`config.mk`:
```
export PLATFORM = sky130hd
export DESIGN_NAME = pstats_event_gen
export DESIGN_NICKNAME = d
export VERILOG_FILES = /design/src/rtl/pstats_event_gen.sv
export SDC_FILE = /design/constraint.sdc
export NUM_CORES = 1
export LEC_CHECK = 0
export CAP_MARGIN = 25
export CORE_AREA = 3 3 176 178
export DETAILED_ROUTE_END_ITERATION = 16
export DIE_AREA = 0 0 179 181
export HOLD_SLACK_MARGIN = 0.03
export MAX_ROUTING_LAYER = met4
export PLACE_DENSITY = 0.85
export SLEW_MARGIN = 20
export SYNTH_ARGS = -nofsm -noshare
export SYNTH_HDL_FRONTEND = slang
export SYNTH_SLANG_ARGS = --single-unit
```
`constraint.sdc`:
```
create_clock -name clk_i -period 1.3 [get_ports clk_i]
set_input_delay 0.39 -clock clk_i [delete_from_list [all_inputs] [get_ports clk_i]]
set_output_delay 0.39 -clock clk_i [all_outputs]
set_load 0.01 [all_outputs]
```
`src/rtl/pstats_event_gen.sv`:
```
// rtl/pstats_event_gen.sv - per-lane LFSR event-strobe generator with optional periodic all-lanes burst
module pstats_event_gen #(
  parameter int          g_trig_width   = 38,
  parameter logic [15:0] g_seed         = 16'h1D2C,
  parameter int          g_density      = 32,
  parameter int          g_burst_period = 0
) (
  input  logic                    clk_i,
  input  logic                    rst_n_i,
  output logic [g_trig_width-1:0] trig_o
);

  // Burst counter is kept at least one bit wide so a disabled or period-1 burst still elaborates.
  localparam int          BC_W    = (g_burst_period > 1) ? $clog2(g_burst_period) : 1;
  localparam logic [BC_W-1:0] BC_LAST = (g_burst_period > 1) ? BC_W'(g_burst_period - 1) : '0;
  // Threshold is 9 bits so that 256 means "every byte value fires".
  localparam logic [8:0]  DENSITY = 9'(g_density);
  localparam logic        BURST_EN = (g_burst_period != 0);

  // Decorrelate lanes by mixing the lane index into the base seed; zero would lock the LFSR.
  function automatic logic [15:0] lane_seed(input int idx);
    logic [31:0] prod;
    logic [15:0] mixed;
    prod  = idx * 32'h0000_9E37;
    mixed = g_seed ^ prod[15:0];
    return (mixed == 16'h0000) ? 16'hACE1 : mixed;
  endfunction

  logic [15:0]             s_q [g_trig_width];
  logic [15:0]             s_d [g_trig_width];
  logic [g_trig_width-1:0] fire;
  logic [g_trig_width-1:0] trig_q;
  logic [g_trig_width-1:0] trig_d;
  logic [BC_W-1:0]         bc_q;
  logic [BC_W-1:0]         bc_d;
  logic                    burst;

  // Step every lane's Fibonacci LFSR (x^16+x^14+x^13+x^11+1) and threshold its new low byte.
  always_comb begin
    fire = '0;
    for (int i = 0; i < g_trig_width; i++) begin
      s_d[i]  = {s_q[i][14:0], s_q[i][15] ^ s_q[i][13] ^ s_q[i][12] ^ s_q[i][10]};
      fire[i] = ({1'b0, s_d[i][7:0]} < DENSITY);
    end
  end

  // Burst fires on the last count of the period; the counter wraps there and stays idle when disabled.
  always_comb begin
    burst = BURST_EN && (bc_q == BC_LAST);
    bc_d  = bc_q;
    if (!BURST_EN || (bc_q == BC_LAST)) begin
      bc_d = '0;
    end else begin
      bc_d = bc_q + 1'b1;
    end
    trig_d = fire | {g_trig_width{burst}};
  end

  // State registers: reset reloads the seeds so the sequence restarts identically after any reset.
  always_ff @(posedge clk_i or negedge rst_n_i) begin
    if (!rst_n_i) begin
      for (int i = 0; i < g_trig_width; i++) begin
        s_q[i] <= lane_seed(i);
      end
      bc_q   <= '0;
      trig_q <= '0;
    end else begin
      for (int i = 0; i < g_trig_width; i++) begin
        s_q[i] <= s_d[i];
      end
      bc_q   <= bc_d;
      trig_q <= trig_d;
    end
  end

  assign trig_o = trig_q;

endmodule

```
# [Yosys cells after proc, flatten, opt, wreduce, memory -nomap -nowiden]
# Cells that the tools add are included.
[totals] regBits=646 elab_cells=191
[classes] magnitude_cmp=38 bitwise_logic=114
[ops] cell="$lt A8 B6 Y1 const B" n=38
[ops] cell="$xor A1 B1 Y1" n=114

# [Logic depth before layout (Yosys ltp)]
[depth] word_depth=4 ltp_mapped=2

# [Worst setup path before layout]
# OpenSTA, ideal clock, no wires.
[synth_timing] path_type="reg2reg" from="reg s_q (netlist bit s_d[187])" to="reg s_q (netlist bit s_d[177])" path_slack_ns=0.420 path_stages_with_launch=3 period_less_slack_ns=0.880 arrival_ns=0.755 required_ns=1.175 cell_sequence="dfstp_2 xor2_1 xnor2_1"
[synth_lines] element="from (decl)" line_no="29" source="logic [15:0] s_q [g_trig_width];"
[synth_lines] element="from (signal, indexed assignment)" line_no="63" source="s_q[i] <= lane_seed(i);"
[synth_lines] element="from (signal, indexed assignment)" line_no="69" source="s_q[i] <= s_d[i];"

# [Worst setup path after layout]
[layout_timing] from="reg trig_q[15], in the netlist trig_o[15]" to="out trig_o[15]"
[layout_lines] element="from (decl)" line_no="32" source="logic [g_trig_width-1:0] trig_q;"
[layout_lines] element="from (signal assigned)" line_no="72" source="trig_q <= trig_d;"
[layout_lines] element="to (decl)" line_no="10" source="output logic [g_trig_width-1:0] trig_o"
# No word-level cell between the ends.

==> reports/metrics.cfg <==
[route]
wl_per_cell_um=19.3
drt_iter0_markers=292
routed_wl_um=26100
vias=6389
vias_per_cell=4.71
drc=0
drtPass1Iterations=6
ant_nets=0

[timing]
period_share=1.13
fin_setup_tns_ps=-5300
rsz0062_at_grt=yes
setup_viol=38
slew_headroom=0.767
timing.final.ws_setup_ps=-174
finalClockSkew_ps=13.5
fmax_mhz=678
post-route-min-period_ps=1470
finalHoldViolCount=0
worstMarginPinSlew_ps=349
final_max_slew_viol_count=0

[yosys]
synthMuxAreaShare=0
syn_area_um2=17700
synthAdderAreaFrac=0
synth_top_family_by_area=XOR/XNOR gates
synth_cells=798
ys_seq_area_frac=0.933
syn_nets=800
syn_area_per_cell_um2=22.2
synthSimpleGateAreaFrac=0.0107
synth.distinct_cells=5
ys_seq_elements=646
synth_compound_area_frac=0
yosys.area_share.xor_xnor=0.0563
yosysWarnings=0

[layout]
n_fill_cell=1644
regArea_um2=16500
postLayoutCoreUtil=0.699
multi_input_area_um2=1190
area_growth_pct=16.5
layout-drive-gt1-share=0.462
n_antenna_cell=0
stdcell_count=1356
final_nets=920

[critical_path]
crit_family=flip-flops
crit_required_ps=910
max_stage_delay_ps=390
crit_fanout=1
crit_type=reg -> out
critPathBufInv=1
start_kind=flip-flop
crit_path_end_kind=output pin
slowest_stage=dfrtp_1
crit_chain=buf_6
arrival_ps=1080

[placement]
dpl.hpwl_um=13200
dp_cells=1249
place.gp.congestion=0.685
portBuffers=39

[floorplan]
die_x_um=179
num_rows=63
die-area_um2=32400
initial_core_util=0.600
io_pins=40
fp.dieH_um=181
core_area_um2=29600

[cts]
cts_tree=built
insertion_delay_ps=570
root_buffer=clkbuf_16
cts_buffers=56
cts_max_path_buffers=3
clock_sinks=646
post_cts_buffers=0
h-tree-depth=2
path_clk_slew_ps=70

[run_status]
violations=negative setup slack
status=finished, violations left

[global_route]
grt_usage=0.177
grt_start_max_net_pins=62
grt_pass1_vias=7568
grt_pass1_wl_um=42600
antenna_found_initial=0
grt.overflow.total=0

[min_path]
hp-class=in -> async

[power]
p_leak_nw=9.45
power_density_nw_per_um2=1790
vdd_drop_max_v=0.00144
report.power.total_mw=37.0

[job]
drv_cap=0

## cell usage in the layout, fill, tap and decap left out, types with 2 or more instances in the layout
| cell type | netlist | routed |
|---|---|---|
| buf_12 | 0 | 14 |
| buf_2 | 0 | 32 |
| buf_4 | 0 | 8 |
| buf_6 | 0 | 6 |
| bufinv_16 | 0 | 3 |
| clkbuf_1 | 0 | 17 |
| clkbuf_16 | 0 | 57 |
| clkbuf_8 | 0 | 12 |
| clkinv_2 | 0 | 10 |
| clkinvlp_4 | 0 | 4 |
| dfrtp_1 | 350 | 350 |
| dfstp_2 | 296 | 296 |
| inv_6 | 0 | 2 |
| nor3_1 | 38 | 38 |
| xnor2_1 | 76 | 76 |
| xor2_1 | 38 | 38 |
## registers in the layout, summed over array words and instances, names as in the netlist
name,flops
s_d,570
s_q,38
trig_o,38
## area by class of cell
cell class                 instances  area share
timing repair buffer              62      0.0287
tap                              390      0.0236
sequential                       646       0.800
multi-input combinational        152      0.0575
clock buffer                      86      0.0801
clock inverter                    20     0.00951
## path summary, 6_finish.rpt
check	start	end	slack [ps]	depth (start not counted)
worst max-delay path	trig_o[15]	trig_o[15]	-170	1
worst min-delay path	rst_n_i	s_d[593]	230	2
worst max register to register	s_d[123]	s_d[113]	210	2
worst min register to register	s_d[452]	s_d[453]	340	0
max in group asynchronous	rst_n_i	s_d[69]	310	4
min in group clk_i	s_d[452]	s_d[453]	340	0
## metal layers
layer  global-route usage  vias to the layer above  share of wire
met5                    -                        -              0
met3               0.0340                       52          0.031
li1                     -                     2755              -
met1                0.247                     3494           0.45
met4               0.0390                        0          0.018
met2                0.278                       88           0.50
## worst reg2reg max path, cell delays in order, from the launching register on
cell     delay, ps
dfstp_2        570
xor2_1         230
xnor2_1        180
## metrics by stage
step	worst slack, ps	instance area (um^2)	hold slack [ps]
final	-174	20700	230
after global routing	-227	20700	220
after global placement	72.7	18900	213
after CTS	-212	20600	215
after detailed placement	39.3	18900	218
after floorplan	420	17700	94.4
## cell families after synthesis
| group | count (synthesis) |
|---|---|
| DFF | 646 |
| xor gates and xnor gates | 114 |
| and+or+nand+nor | 38 |
## Yosys cell counts, drive strengths merged
cell	instances	area, um^2
dfrtp	350	8760
dfstp	296	7780
nor3	38	190
xnor2	76	666
xor2	38	333
## power breakdown
group / leakage, nW / switching, mW / internal, mW / total [mW]
clock: 0.904 / 6.92 / 9.40 / 16.3
combinational: 0.805 / 0.377 / 0.108 / 0.485
sequential: 7.74 / 0 / 20.2 / 20.2
total: 9.45 / 7.30 / 29.7 / 37.0
## what timing repair did
| item | 4_1_cts | 5_1_grt |
|---|---|---|
| gates resized for setup | 155 | 3 |
| hold buffers | 1 | 0 |
| endpoints found under the hold margin | 118 | 0 |
| endpoints found under the setup margin | 38 | 38 |
Power figures use the tool's default switching activity.
